`config.mk`:
```
export PLATFORM = sky130hd
export DESIGN_NAME = mfu_ctrl_flat
export DESIGN_NICKNAME = d
export VERILOG_FILES = /design/src/rtl/mfu_ctrl_if.sv /design/src/rtl/mfu_ctrl.sv /design/src/flat_wrapper.sv
export SDC_FILE = /design/constraint.sdc
export NUM_CORES = 1
export LEC_CHECK = 0
export ABC_AREA = 0
export CAP_MARGIN = 5
export CELL_PAD_IN_SITES_DETAIL_PLACEMENT = 0
export CELL_PAD_IN_SITES_GLOBAL_PLACEMENT = 2
export CORE_ASPECT_RATIO = 0.75
export CORE_MARGIN = 5
export CORE_UTILIZATION = 30
export CTS_BUF_LIST = sky130_fd_sc_hd__clkbuf_2
export DETAILED_ROUTE_END_ITERATION = 10
export PLACE_DENSITY = 0.92
export SYNTH_ARGS = -nofsm -noshare
export SYNTH_HDL_FRONTEND = slang
export SYNTH_SLANG_ARGS = --single-unit
```
`constraint.sdc`:
```
create_clock -name clk -period 3.5 [get_ports clk]
set_input_delay 0.7 -clock clk [delete_from_list [all_inputs] [get_ports clk]]
set_output_delay 0.7 -clock clk [all_outputs]
set_load 0.02 [all_outputs]
```
`src/rtl/mfu_ctrl_if.sv`:
```
// Descriptor, operand and result handshakes between a job source and mfu_ctrl.
// The slave modport is the controller's view and the master modport is the source's view.
interface mfu_ctrl_if #(
    parameter int ACC_W = 32,
    parameter int LEN_W = 8
) ();
    logic             cfg_valid;
    logic             cfg_ready;
    logic [1:0]       cfg_mode;
    logic [LEN_W-1:0] cfg_len;
    logic             in_valid;
    logic             in_ready;
    logic [7:0]       in_a;
    logic [7:0]       in_b;
    logic             res_valid;
    logic             res_ready;
    logic [ACC_W-1:0] res_data;
    logic             res_sat;

    modport slave (
        input  cfg_valid, cfg_mode, cfg_len, in_valid, in_a, in_b, res_ready,
        output cfg_ready, in_ready, res_valid, res_data, res_sat
    );

    modport master (
        output cfg_valid, cfg_mode, cfg_len, in_valid, in_a, in_b, res_ready,
        input  cfg_ready, in_ready, res_valid, res_data, res_sat
    );
endinterface

```
`src/rtl/mfu_ctrl.sv`:
```
// Job sequencer for one mFU: streams operand beats and accumulates signed products per job.
// Optional ACC_SAT_EN makes the accumulator saturate and drives a sticky res_sat flag.
module mfu_ctrl #(
    parameter int ACC_W = 32,
    parameter int LEN_W = 8
) (
    input  logic        clk,
    input  logic        nrst,
    mfu_ctrl_if.slave   bus,
    output logic [7:0]  o_mfu_a,
    output logic [7:0]  o_mfu_b,
    output logic [1:0]  o_mfu_mode,
    input  logic [15:0] i_mfu_p,
    output logic        o_busy
);
    localparam logic [1:0] S_IDLE  = 2'd0;
    localparam logic [1:0] S_RUN   = 2'd1;
    localparam logic [1:0] S_FLUSH = 2'd2;
    localparam logic [1:0] S_DONE  = 2'd3;
    localparam logic [1:0] MODE_NOOP = 2'b11;

    logic [1:0]       r_state;
    logic [LEN_W-1:0] r_rem;
    logic [ACC_W-1:0] r_acc;
    logic             r_sv;
    logic [7:0]       r_a;
    logic [7:0]       r_b;
    logic [1:0]       r_mode;

    logic             w_accept;
    logic             w_in_ready;
    logic             w_beat;
    logic             w_last;
    logic [ACC_W-1:0] w_p_ext;
    logic [ACC_W-1:0] w_acc_nxt;

    assign w_accept   = (r_state == S_IDLE) && bus.cfg_valid;
    assign w_in_ready = (r_state == S_RUN) && (r_rem != '0);
    assign w_beat     = w_in_ready && bus.in_valid;
    assign w_last     = w_beat && (r_rem == LEN_W'(1));
    assign w_p_ext    = ACC_W'(signed'(i_mfu_p));

    always_ff @(posedge clk) begin
        if (!nrst) begin
            r_state <= S_IDLE;
        end else begin
            case (r_state)
                S_IDLE:  if (bus.cfg_valid) r_state <= (bus.cfg_len != '0) ? S_RUN : S_DONE;
                S_RUN:   if (w_last) r_state <= S_FLUSH;
                S_FLUSH: r_state <= S_DONE;
                S_DONE:  if (bus.res_ready) r_state <= S_IDLE;
                default: r_state <= S_IDLE;
            endcase
        end
    end

    always_ff @(posedge clk) begin
        if (!nrst) begin
            r_rem <= '0;
        end else if (w_accept) begin
            r_rem <= bus.cfg_len;
        end else if (w_beat) begin
            r_rem <= r_rem - LEN_W'(1);
        end
    end

    // Operand stage: a bubble zeroes the operands so the mFU sees a quiet bus.
    always_ff @(posedge clk) begin
        if (!nrst) begin
            r_sv <= 1'b0;
            r_a  <= '0;
            r_b  <= '0;
        end else begin
            r_sv <= w_beat;
            r_a  <= w_beat ? bus.in_a : 8'h00;
            r_b  <= w_beat ? bus.in_b : 8'h00;
        end
    end

    // Mode only changes at job boundaries, so the mFU never switches mid-stream.
    always_ff @(posedge clk) begin
        if (!nrst) begin
            r_mode <= MODE_NOOP;
        end else if (w_accept) begin
            r_mode <= bus.cfg_mode;
        end else if ((r_state == S_DONE) && bus.res_ready) begin
            r_mode <= MODE_NOOP;
        end
    end

`ifdef ACC_SAT_EN
    localparam logic [ACC_W-1:0] ACC_MAX = {1'b0, {(ACC_W-1){1'b1}}};
    localparam logic [ACC_W-1:0] ACC_MIN = {1'b1, {(ACC_W-1){1'b0}}};

    logic [ACC_W:0] w_sum;
    logic           w_ovf;
    logic           r_sat;

    // One guard bit: the sum overflowed when it disagrees with the result sign bit.
    assign w_sum     = {r_acc[ACC_W-1], r_acc} + {w_p_ext[ACC_W-1], w_p_ext};
    assign w_ovf     = w_sum[ACC_W] ^ w_sum[ACC_W-1];
    assign w_acc_nxt = !w_ovf ? w_sum[ACC_W-1:0] : (w_sum[ACC_W] ? ACC_MIN : ACC_MAX);

    always_ff @(posedge clk) begin
        if (!nrst) begin
            r_sat <= 1'b0;
        end else if (w_accept) begin
            r_sat <= 1'b0;
        end else if (r_sv && w_ovf) begin
            r_sat <= 1'b1;
        end
    end

    assign bus.res_sat = r_sat;
`else
    assign w_acc_nxt   = r_acc + w_p_ext;
    assign bus.res_sat = 1'b0;
`endif

    always_ff @(posedge clk) begin
        if (!nrst) begin
            r_acc <= '0;
        end else if (w_accept) begin
            r_acc <= '0;
        end else if (r_sv) begin
            r_acc <= w_acc_nxt;
        end
    end

    assign bus.cfg_ready = (r_state == S_IDLE);
    assign bus.in_ready  = w_in_ready;
    assign bus.res_valid = (r_state == S_DONE);
    assign bus.res_data  = r_acc;

    assign o_mfu_a    = r_a;
    assign o_mfu_b    = r_b;
    assign o_mfu_mode = r_mode;
    assign o_busy     = (r_state != S_IDLE);
endmodule

```
`src/flat_wrapper.sv`:
```
// flat-port wrapper written by rule: the top's interface ports become plain ports
module mfu_ctrl_flat 
#(
    parameter int ACC_W = 32,
    parameter int LEN_W = 8
)
  (clk, nrst, o_mfu_a, o_mfu_b, o_mfu_mode, i_mfu_p, o_busy, bus_cfg_valid, bus_cfg_mode, bus_cfg_len, bus_in_valid, bus_in_a, bus_in_b, bus_res_ready, bus_cfg_ready, bus_in_ready, bus_res_valid, bus_res_data, bus_res_sat);
  mfu_ctrl_if #(.ACC_W(ACC_W), .LEN_W(LEN_W)) bus_i ();
  input  logic clk;
  input  logic nrst;
  output logic [7:0] o_mfu_a;
  output logic [7:0] o_mfu_b;
  output logic [1:0] o_mfu_mode;
  input  logic [15:0] i_mfu_p;
  output logic o_busy;
  input wire logic [$bits(bus_i.cfg_valid)-1:0] bus_cfg_valid;
  input wire logic [$bits(bus_i.cfg_mode)-1:0] bus_cfg_mode;
  input wire logic [$bits(bus_i.cfg_len)-1:0] bus_cfg_len;
  input wire logic [$bits(bus_i.in_valid)-1:0] bus_in_valid;
  input wire logic [$bits(bus_i.in_a)-1:0] bus_in_a;
  input wire logic [$bits(bus_i.in_b)-1:0] bus_in_b;
  input wire logic [$bits(bus_i.res_ready)-1:0] bus_res_ready;
  output wire logic [$bits(bus_i.cfg_ready)-1:0] bus_cfg_ready;
  output wire logic [$bits(bus_i.in_ready)-1:0] bus_in_ready;
  output wire logic [$bits(bus_i.res_valid)-1:0] bus_res_valid;
  output wire logic [$bits(bus_i.res_data)-1:0] bus_res_data;
  output wire logic [$bits(bus_i.res_sat)-1:0] bus_res_sat;
  assign bus_i.cfg_valid = bus_cfg_valid;
  assign bus_i.cfg_mode = bus_cfg_mode;
  assign bus_i.cfg_len = bus_cfg_len;
  assign bus_i.in_valid = bus_in_valid;
  assign bus_i.in_a = bus_in_a;
  assign bus_i.in_b = bus_in_b;
  assign bus_i.res_ready = bus_res_ready;
  assign bus_cfg_ready = bus_i.cfg_ready;
  assign bus_in_ready = bus_i.in_ready;
  assign bus_res_valid = bus_i.res_valid;
  assign bus_res_data = bus_i.res_data;
  assign bus_res_sat = bus_i.res_sat;
  mfu_ctrl #(.ACC_W(ACC_W), .LEN_W(LEN_W)) u_core (.clk(clk), .nrst(nrst), .bus(bus_i), .o_mfu_a(o_mfu_a), .o_mfu_b(o_mfu_b), .o_mfu_mode(o_mfu_mode), .i_mfu_p(i_mfu_p), .o_busy(o_busy));
endmodule
```
# Word-level counts from Yosys, hierarchy flattened
# Cells that the tools add are included.
[totals]
reg_bits = 61
inputBits = 47
wordCells = 40
[op_classes]
addsub = 2
eq_ne = 7
mux = 9
bitwise_logic = 1
reduce_logical = 14
[op_table]
columns = ["operator", "count"]
rows = [
  ["$add A32 B32 Y32", 1],
  ["$mux W8", 2],
  ["$reduce_bool A8 Y1", 2],
  ["$mux W2", 6],
  ["$eq A8 B1 Y1 const B", 1],
  ["$pmux W2 S4", 1],
  ["$sub A8 B1 Y8 const B", 1],
  ["$reduce_bool A2 Y1", 3],
  ["$logic_and A1 B1 Y1", 5],
  ["$eq A2 B2 Y1 const B", 2],
  ["$ne A2 B2 Y1 const B", 2],
  ["$reduce_and A3 Y1", 1],
  ["$eq A2 B1 Y1 const B", 1],
  ["$logic_not A2 Y1", 1],
  ["$ne A2 B1 Y1 const B", 1],
  ["$reduce_and A2 Y1", 1],
  ["$reduce_or A2 Y1", 1],
  ["$not A1 Y1", 1],
]

# Logic depth before layout (Yosys ltp)
# Gate-level depths: netlist of run 1.
[logic_depth]
depth_word = 6
depth_mapped = 10
mapped_depth_nobuf = 10

# Worst setup path after synthesis of run 1
# OpenSTA, ideal clock, no wires.
[synth_timing]
path_kind = "input-to-reg"
startpoint = "in i_mfu_p[12]"
endpoint = "reg u_core.r_acc[27] (netlist: u_core.bus.res_data[27])"
setup_time_ps = 122
arrival_time_ps = 2773
path_slack_ps = 605
path_stages = 9
path_cell_list = "ha_1 a21o_1 a31o_1 nor4b_4 a21oi_2 a311oi_4 o21ai_2 and4_4 a311o_1"
[synth_between]
elab_chain_len = 1
[synth_lines]
columns = ["element", "line_no", "text"]
rows = [
  ["start, declared", "flat_wrapper.sv:14", "input logic [15:0] i_mfu_p;"],
  ["$add A32 B32 Y32", "mfu_ctrl.sv:116", "assign w_acc_nxt = r_acc + w_p_ext;"],
  ["end signal, assigned", "mfu_ctrl.sv:126", "r_acc <= w_acc_nxt;"],
  ["end, declared", "mfu_ctrl.sv:24", "logic [ACC_W-1:0] r_acc;"],
]
# No other way between the ends.
# A chain may end at the register's enable or synchronous reset.

# Final worst setup path of run 1
[layout_timing]
startpoint = "reg u_core.r_rem[2]"
endpoint = "out bus_in_ready"
[layout_between]
elab_chain_len = 2
[layout_lines]
columns = ["element", "line_no", "text"]
rows = [
  ["start, declared", "mfu_ctrl.sv:23", "logic [LEN_W-1:0] r_rem;"],
  ["start signal, assigned", "mfu_ctrl.sv:61", "r_rem <= bus.cfg_len;"],
  ["start signal, assigned", "mfu_ctrl.sv:63", "r_rem <= r_rem - LEN_W'(1);"],
  ["$reduce_bool A8 Y1", "mfu_ctrl.sv:38", "assign w_in_ready = (r_state == S_RUN) && (r_rem != '0);"],
  ["$logic_and A1 B1 Y1", "mfu_ctrl.sv:38", ""],
  ["end, declared", "flat_wrapper.sv:24", "output wire logic [$bits(bus_i.in_ready)-1:0] bus_in_ready;"],
]
# No other way between the ends.

==> run_results.csv, run 1 <==
group,metric,value,unit
status,status,"complete, no violations",
setup_path,cp_num_buf_inv,1,
setup_path,r2r_start,"u_core.bus.res_data[12]",
setup_path,rr_worst_depth,10,
setup_path,crit_fanout,4,
min_path,min_from,"u_core.bus.res_data[13]",
cells_and_area,drive_gt1_frac,0.125,
setup_path,reg2reg_to,"u_core.bus.res_data[27]",
detailed_routing,drc_errors,0,
global_routing,grt_max_degree,25,
synthesis,muxShareOfSynthArea,0.0432,
timing,final.period_utilization,0.876,
detailed_routing,first_iter_violations,217,
floorplanning,dieArea,15900,sq um
cells_and_area,area_delta_synth_final,38.3,%
clocking,clk_pin_slew,200,ps
synthesis,synth_common_cells,"dfxtp_1, nor2_1, a21oi_1, ha_1, nand2_1",
floorplanning,io_pins,102,
setup_path,setup.worst_path.start,"u_core.r_rem[2]",
detailed_routing,wire_per_inst,15.1,um
floorplanning,core,13100,sq um
synthesis,synth_area,4030,sq um
synthesis,ys_ff_latch,61,
global_routing,antenna_found_initial,1,
synthesis,synth-compound-area-share,0.216,
setup_path,crit_chain,"nor4_1 -> nor3b_1 -> a21boi_0 -> clkdlybuf4s50_1",
setup_path,cp_top_family,"simple AND/OR/NAND/NOR gates",
global_routing,grt.busiest_layer,"met2",
place,placed_cell_area,5430,sq um
clocking,tritoncts,"built",
detailed_routing,firstDrtPassIters,4,
timing,setup_viol,0,
setup_path,max_stage_delay,570,ps
clocking,cts_resized,0,
synthesis,netlist.area_leader.share,0.303,
timing,slew_viol_final,0,
detailed_routing,route.vias.total,3889,
global_routing,grt.total_usage,0.150,
setup_path,start_kind,"register",
detailed_routing,routed_wl,11600,um
timing,relSlewSlack,0.463,
floorplanning,floorplan.die.height,110,um
clocking,clock_latency,510,ps
synthesis,synth_top_area_cell,"dfxtp_1",
synthesis,netlist_instances,463,
place,io_buffers,100,
timing,fin_crit,3070,ps
flow_run,cap_violations,0,
synthesis,syn_nets,549,
clocking,numCtsBuffers,9,
setup_path,endpoint,"bus_in_ready",
cells_and_area,post-route-cell-area,5570,sq um
synthesis,synthAdderAreaFrac,0.123,
synthesis,synth_area_leaders,"dfxtp_1, ha_1, a21oi_1",
synthesis,synth_top_flop_cell,"dfxtp_1",
setup_path,worst_path_max_delay_cell,"clkdlybuf4s50_1",
clocking,holdBufCountCts,0,
global_routing,first_global_vias,3821,
timing,whs,505,ps
timing,hold_violations,0,
timing,fin_skew,21.2,ps
setup_path,cp.arrival,2370,ps
timing,max_freq,326,MHz
clocking,cts_sinks,61,
setup_path,worst-path-stages,4,
pwr,powerDensity,416,nW/um^2
global_routing,grtUsageMet3,0.0418,
place,hpwl,9170,um
setup_path,required,2800,ps
pwr,ir_drop,214,uV
place,place_congestion,0.848,
synthesis,ys_warn_count,0,
synthesis,synth_top_family_by_area,"compound AO/OA/AOI/OAI gates",
global_routing,grt_pass1_wl,18900,um
global_routing,globalRouteOverflowTotal,0,
cells_and_area,fin_nets,681,
clocking,post-cts-setup-buffer-count,0,
detailed_routing,via_per_inst,5.04,
timing,rsz0062_at_grt,"no",
synthesis,avgSynthCellArea,8.70,sq um
detailed_routing,ant_nets,0,
pwr,p_leak,2.33,nW
synthesis,synthXorXnorAreaFrac,0.0587,
synthesis,synth-simple-area-share,0.213,
setup_path,critical_path_class,"reg2out",
floorplanning,std_cell_rows,36,
timing,worst_pin_slew,805,ps
timing,setup_tns,0,ps
synthesis,synth-edff-count,0,
min_path,hold_path.class,"reg2reg",
global_routing,use_met1,0.214,
clocking,root_buffer,"clkbuf_2",
synthesis,ys_seq_area_frac,0.303,
synthesis,yosysMostFrequentCell,"dfxtp_1",
synthesis,synth_cell_types,67,
floorplanning,initial_core_util,0.309,
clocking,htree_levels,3,
synthesis,synth-async-reset-ratio,0,
global_routing,use_met2,0.225,
setup_path,regToRegSetupSlack,740,ps
floorplanning,die_w,144,um
setup_path,worst_setup_path_end_kind,"output pin",
clocking,clk_path_buf_depth,2,
cell families (layout without fill, tap and decap cells):
kind of cell,count (synthesis),in the layout
compound gates,123,123
mux,17,17
flops,61,61
fa+ha+maj,39,39
other cells,1,2
simple gates,161,161
buf+inv,34,171
xor+xnor,27,27
report_power, final:
part	internal, mW	switching, mW
combinational	0.434	0.514
clock	0.238	0.291
sequential	0.776	0.0677
total	1.45	0.872
stage by stage:
| stage | util | power, mW | instances | setup WS (ps) |
|---|---|---|---|---|
| after floorplan | - | 1.44 | 463 | 605 |
| after global placement | 0.416 | 1.79 | 755 | -21.5 |
| after detailed placement | 0.416 | 1.81 | 755 | -102 |
| after CTS | 0.427 | 2.35 | 771 | 344 |
| after global routing | 0.427 | 2.48 | 772 | 121 |
| final | 0.427 | 2.32 | 772 | 434 |
layout by cell type, fill, tap and decap left out, types with 4 or more instances in the layout:
cell type        Yosys  layout
clkdlybuf4s50_1      0     100
dfxtp_1             61      61
nor2_1              40      40
a21oi_1             38      38
ha_1                38      38
buf_4                1      36
nand2_1             27      27
and2_1              19      19
inv_1               18      18
xnor2_1             18      18
nand3_1             16      16
a21o_1              15      15
a211oi_1            15      15
mux2i_1             14      14
o21ai_0             12      12
nor3_1              10      10
clkbuf_2             0      10
xor2_1               9       9
nand4_1              7       7
and3_1               7       7
nand3b_1             5       5
o21bai_1             5       5
nor4_1               4       4
nor2b_1              4       4
or3_1                4       4
worst reg2reg max path: cells and delay by family, from the launching register on:
family | cells | cell delay, ps
AO/OA/AOI/OAI | 6 | 1300
adder cells (fa/ha/maj) | 1 | 300
flip-flops | 1 | 370
buffers and inverters | 1 | 190
AND/OR/NAND/NOR | 2 | 510
flip-flops by register name (all words and copies together) (netlist names):
name / count
u_core.o_mfu_b: 8
u_core.bus.res_data: 32
u_core.o_mfu_a: 8
u_core.r_rem: 8
u_core.r_sv: 1
u_core.o_mfu_mode: 2
u_core.r_state: 2
final cells by class:
type / instances / area [sq um]
Timing Repair Buffer: 137 / 1290
Clock inverter: 6 / 87.6
Clock buffer: 10 / 50.0
Multi-Input combinational cell: 368 / 2640
Inverter: 18 / 67.6
Tap cell: 171 / 214
Fill cell: 1292 / 7490
Sequential cell: 61 / 1220
Antenna cell: 1 / 2.50
per-layer routing:
metal | up-vias | wire length, um
li1 | 1963 | -
met5 | - | 0
met2 | 107 | 4870
met1 | 1810 | 5840
met3 | 9 | 818
met4 | 0 | 117
how the worst min path moves through the flow:
stage | depth (start not counted) | to | slack (ps)
3_5_place_dp | 2 | u_core.o_mfu_mode[1] | 470
3_3_place_gp | 2 | u_core.o_mfu_mode[1] | 460
4_1_cts | 2 | u_core.bus.res_data[13] | 510
2_1_floorplan | 2 | u_core.r_state[1] | 500
5_1_grt | 2 | u_core.bus.res_data[13] | 540
6_report | 2 | u_core.bus.res_data[13] | 500
(Power assumes the default switching activity.)
==> run 2: changes to the inputs <==
CAP_MARGIN = 15   (was 5)
CORE_MARGIN = 2   (was 5)
CTS_CLUSTER_SIZE = 14   (was not set)
==> run 2 against run 1 <==
Clock skew is 11 ps lower. Utilization hardly changed. First-iteration DRC count is 3.2% lower. Maximum frequency is 1.9% lower. Combinational power is 0.5% lower. Final cell count is 0.26% higher. Routed wire length is 1.6% lower. Register-to-register slack worse by 30 ps. Sequential power hardly changed. Via count is 0.90% lower.
==> run_results.csv, run 2 (synthesis gave the netlist of run 1 again) <==
group,metric,value,unit
global_routing,use_met1,0.237,
clocking,cts_sinks,61,
detailed_routing,drc_errors,0,
floorplanning,io_pins,102,
timing,hold_violations,0,
timing,setup_viol,0,
global_routing,grt.total_usage,0.165,
global_routing,use_met2,0.235,
clocking,cts_resized,0,
setup_path,reg2reg_to,"u_core.bus.res_data[28]",
global_routing,antenna_found_initial,0,
setup_path,crit_fanout,4,
timing,max_freq,320,MHz
setup_path,worst_setup_path_end_kind,"output pin",
detailed_routing,routed_wl,11500,um
setup_path,cp_num_buf_inv,1,
clocking,clk_pin_slew,180,ps
timing,fin_crit,3130,ps
timing,slew_viol_final,0,
setup_path,regToRegSetupSlack,710,ps
clocking,post-cts-setup-buffer-count,0,
setup_path,rr_worst_depth,11,
clocking,tritoncts,"built",
setup_path,max_stage_delay,570,ps
setup_path,start_kind,"register",
setup_path,worst_path_max_delay_cell,"clkdlybuf4s50_1",
global_routing,globalRouteOverflowTotal,0,
cells_and_area,antenna_cells,0,
cells_and_area,area_delta_synth_final,38.5,%
global_routing,grt.busiest_layer,"met1",
timing,fin_skew,10.6,ps
pwr,powerDensity,416,nW/um^2
floorplanning,dieArea,14400,sq um
floorplanning,initial_core_util,0.309,
cells_and_area,drive_gt1_frac,0.131,
timing,whs,504,ps
timing,worst_pin_slew,814,ps
detailed_routing,route.vias.total,3854,
cells_and_area,num-fill-cells,1318,
cells_and_area,final_common_cell,"clkdlybuf4s50_1",
detailed_routing,wire_per_inst,14.8,um
setup_path,required,2800,ps
timing,rsz0062_at_grt,"no",
flow_run,cap_violations,0,
setup_path,cp.arrival,2430,ps
clocking,holdBufCountCts,0,
place,io_buffers,100,
detailed_routing,via_per_inst,4.98,
setup_path,setup.worst_path.start,"u_core.r_rem[2]",
floorplanning,core,13100,sq um
setup_path,endpoint,"bus_in_ready",
global_routing,grt_pass1_wl,18700,um
global_routing,grtUsageMet3,0.0507,
floorplanning,floorplan.die.height,104,um
place,hpwl,8930,um
global_routing,grt_max_degree,25,
floorplanning,die_w,138,um
status,status,"complete, no violations",
detailed_routing,ant_nets,0,
timing,setup_tns,0,ps
cells_and_area,fin_nets,684,
pwr,p_leak,2.34,nW
clocking,clock_latency,550,ps
pwr,ir_drop,289,uV
detailed_routing,firstDrtPassIters,4,
cells_and_area,final_cell_mix,"clkdlybuf4s50_1, dfxtp_1, nor2_1, buf_4",
clocking,root_buffer,"clkbuf_2",
floorplanning,std_cell_rows,36,
setup_path,worst-path-stages,4,
cells_and_area,largest_reg_flops,32,
min_path,hold_path.class,"reg2reg",
place,place_congestion,0.858,
detailed_routing,first_iter_violations,210,
global_routing,first_global_vias,3734,
setup_path,crit_chain,"nor4_1 -> nor3b_1 -> a21boi_0 -> clkdlybuf4s50_1",
clocking,numCtsBuffers,9,
timing,relSlewSlack,0.457,
setup_path,critical_path_class,"reg2out",
setup_path,cp_top_family,"simple AND/OR/NAND/NOR gates",
clocking,clk_path_buf_depth,2,
clocking,htree_levels,3,
setup_path,r2r_start,"u_core.bus.res_data[0]",
timing,final.period_utilization,0.893,
[run 2: cell count changes in the layout (fill, tap and decap cells not counted)]
cell,previous run,this run
inv_6,0,1
clkinv_1,1,0
clkinvlp_4,2,1
clkinv_2,0,2
buf_4,36,40
clkinv_4,1,0
buf_12,1,0
diode_2,1,0
[run 2: power by group]
part	internal, mW	total [mW]	switching [mW]	leakage, nW
sequential	0.776	0.843	0.0669	0.495
clock	0.239	0.536	0.297	0.0823
combinational	0.433	0.942	0.509	1.76
[run 2: worst min path at each step]
| stage | start | to | slack [ps] | cells after the start |
|---|---|---|---|---|
| 2_1_floorplan | u_core.r_state[1] | u_core.r_state[1] | 500 | 2 |
| 3_3_place_gp | u_core.o_mfu_mode[0] | u_core.o_mfu_mode[0] | 460 | 2 |
| 3_5_place_dp | u_core.o_mfu_mode[1] | u_core.o_mfu_mode[1] | 470 | 2 |
| 4_1_cts | u_core.bus.res_data[13] | u_core.bus.res_data[13] | 500 | 2 |
| 5_1_grt | u_core.bus.res_data[13] | u_core.bus.res_data[13] | 520 | 2 |
| 6_report | u_core.bus.res_data[13] | u_core.bus.res_data[13] | 500 | 2 |
[run 2: cell type report]
class / count / area [sq um] / share of cell area
inverters: 18 / 67.6 / 0.0121
clock buffers: 10 / 50.0 / 0.00897
well taps: 171 / 214 / 0.0383
repair buffers: 140 / 1300 / 0.233
multi-input cells: 368 / 2640 / 0.473
clock inverters: 6 / 86.3 / 0.0155
flip-flops and latches: 61 / 1220 / 0.219
[run 2: layer usage]
metal | part of all wire | wire [um] | up-vias
met5 | 0 | 0 | -
met4 | 0.012 | 143 | 0
met3 | 0.067 | 766 | 9
met2 | 0.42 | 4780 | 97
met1 | 0.50 | 5770 | 1788
li1 | - | - | 1960
[run 2: stage by stage]
step / utilization / setup WS [ps] / total power [mW] / instance area (sq um) / cells
after floorplan: - / 605 / 1.44 / 4030 / 463
after global placement: 0.417 / -100 / 1.79 / 5440 / 758
after detailed placement: 0.417 / -95.5 / 1.80 / 5440 / 758
after CTS: 0.427 / 287 / 2.35 / 5580 / 774
after global routing: 0.427 / 130 / 2.48 / 5580 / 774
final: 0.427 / 375 / 2.32 / 5580 / 774
[run 2: worst min-delay path, cell delays in order (launching register included)]
cell and delay [ps]:
dfxtp_1 370, nand2_1 60, a21oi_1 50
==> run 3: changes to the inputs <==
CELL_PAD_IN_SITES_DETAIL_PLACEMENT = 1   (was 0)
CELL_PAD_IN_SITES_GLOBAL_PLACEMENT = 1   (was 2)
CORE_MARGIN = 5   (was 2)
CORE_UTILIZATION = 38   (was 30)
==> run 3 against run 2 <==
Critical path depth stayed put. Largest cell class unchanged. Worst setup slack got worse by 150 ps. Clock-buffer cell count fell by 1. Combinational power increased by 4.2%. Final cell count fell by 5.0%. Maximum frequency decreased by 4.7%. Sequential power increased by 1%.
==> run_results.csv, run 3 (synthesis gave the netlist of run 1 again) <==
group,metric,value,unit
status,status,"complete, no violations",
timing,rsz0062_at_grt,"no",
timing,whs,512,ps
setup_path,crit_fanout,3,
timing,worst_pin_slew,589,ps
timing,fin_skew,34.3,ps
detailed_routing,drc_errors,0,
timing,setup_viol,0,
min_path,min_delay_path_depth,2,
clocking,root_buffer,"clkbuf_2",
place,io_buffers,100,
detailed_routing,via_per_inst,5.53,
floorplanning,std_cell_rows,32,
detailed_routing,routed_wl,13400,um
clocking,cts_sinks,61,
cells_and_area,post-route-cell-area,5510,sq um
place,dp_cells,718,
floorplanning,initial_core_util,0.390,
clocking,cts_resized,0,
setup_path,reg2reg_to,"u_core.bus.res_data[28]",
clocking,numCtsBuffers,9,
timing,fin_crit,3280,ps
cells_and_area,largest_reg_flops,32,
cells_and_area,num-fill-cells,1246,
timing,final.period_utilization,0.936,
cells_and_area,multiInputGateArea,2640,sq um
global_routing,antenna_found_initial,1,
timing,slew_viol_final,0,
place,hpwl,10800,um
pwr,p_leak,2.31,nW
floorplanning,floorplan.die.height,99.2,um
cells_and_area,regArea,1220,sq um
pwr,ir_drop,216,uV
pwr,fin_total_pwr,2.33,mW
timing,max_freq,305,MHz
floorplanning,dieArea,12800,sq um
pwr,powerDensity,423,nW/um^2
clocking,clock_latency,550,ps
global_routing,first_global_vias,4228,
setup_path,required,2800,ps
detailed_routing,firstDrtPassIters,4,
cells_and_area,final_cell_mix,"clkdlybuf4s50_1, dfxtp_1, nor2_1",
setup_path,cp.arrival,2580,ps
place,placed_cell_area,5380,sq um
min_path,min_to,"u_core.bus.res_data[13]",
flow_run,cap_violations,0,
setup_path,rr_worst_depth,11,
global_routing,grt_max_degree,26,
global_routing,grt.total_usage,0.211,
global_routing,grt_pass1_wl,21800,um
timing,hold_violations,0,
cells_and_area,final_core_util,0.533,
min_path,hold_path.class,"reg2reg",
cells_and_area,area_delta_synth_final,36.6,%
detailed_routing,route.vias.total,4064,
clocking,clk_path_buf_depth,2,
floorplanning,io_pins,102,
detailed_routing,ant_nets,0,
cells_and_area,final_common_cell,"clkdlybuf4s50_1",
setup_path,worst_setup_path_end_kind,"output pin",
setup_path,regToRegSetupSlack,700,ps
setup_path,r2r_start,"u_core.bus.res_data[0]",
timing,relSlewSlack,0.604,
clocking,tritoncts,"built",
setup_path,critical_path_class,"reg2out",
min_path,min_from,"u_core.bus.res_data[13]",
clocking,post-cts-setup-buffer-count,0,
place,place_congestion,0.902,
setup_path,start_kind,"register",
cells_and_area,drive_gt1_frac,0.124,
detailed_routing,wire_per_inst,18.3,um
floorplanning,die_w,129,um
clocking,holdBufCountCts,0,
detailed_routing,first_iter_violations,212,
global_routing,globalRouteOverflowTotal,0,
clocking,clk_pin_slew,210,ps
cells_and_area,layoutNonFillerInstCount,735,
cells_and_area,fin_nets,679,
clocking,htree_levels,3,
floorplanning,core,10300,sq um
-- run 3: cell types whose count changed in the layout (fill, tap and decap cells not counted), sizes merged --
cell and change:
inv +1, clkinv +1, diode +1, clkbuf -1
buf -5, bufinv -1
-- run 3: how the worst max path moves through the flow --
stage               startpoint                 endpoint  depth (start not counted)
2_1_floorplan      i_mfu_p[12]  u_core.bus.res_data[27]                          9
3_3_place_gp        i_mfu_p[0]  u_core.bus.res_data[28]                         12
3_5_place_dp        i_mfu_p[1]  u_core.bus.res_data[29]                         10
4_1_cts        u_core.r_rem[2]             bus_in_ready                          4
5_1_grt        u_core.r_rem[2]             bus_in_ready                          4
6_report       u_core.r_rem[3]             bus_in_ready                          4
-- run 3: routing by layer --
metal | track usage | part of all wire | up-vias
li1 | - | - | 1954
met1 | 0.287 | 0.47 | 1980
met2 | 0.324 | 0.45 | 120
met3 | 0.0639 | 0.079 | 10
met4 | 0.0573 | 0.010 | 0
met5 | 0 | 0 | -
-- run 3: final cells by class --
class,instances,share of cell area
multi-input cells,368,0.479
repair buffers,135,0.232
clock buffers,9,0.00818
clock inverters,7,0.0152
well taps,136,0.0309
inverters,18,0.0123
diodes,1,0.000454
flip-flops and latches,61,0.222
-- run 3: stage by stage --
stage	setup slack, ps	setup TNS [ps]
2_1_floorplan	605	0
3_3_place_gp	-4.92	-4.92
3_5_place_dp	-85.7	-118
4_1_cts	237	0
5_1_grt	17.7	0
6_report	222	0
-- run 3: worst max-delay path, cell delays in order, from the launching register on --
cell	delay, ps
dfxtp_1	400
nor4_1	550
nor3b_1	310
a21boi_0	190
clkdlybuf4s50_1	590
-- run 3: where the power goes --
| part | internal (mW) | leakage, nW | total [mW] | switching (mW) |
|---|---|---|---|---|
| logic | 0.435 | 1.74 | 0.982 | 0.548 |
| clock network | 0.176 | 0.0746 | 0.496 | 0.320 |
| registers | 0.776 | 0.495 | 0.852 | 0.0755 |
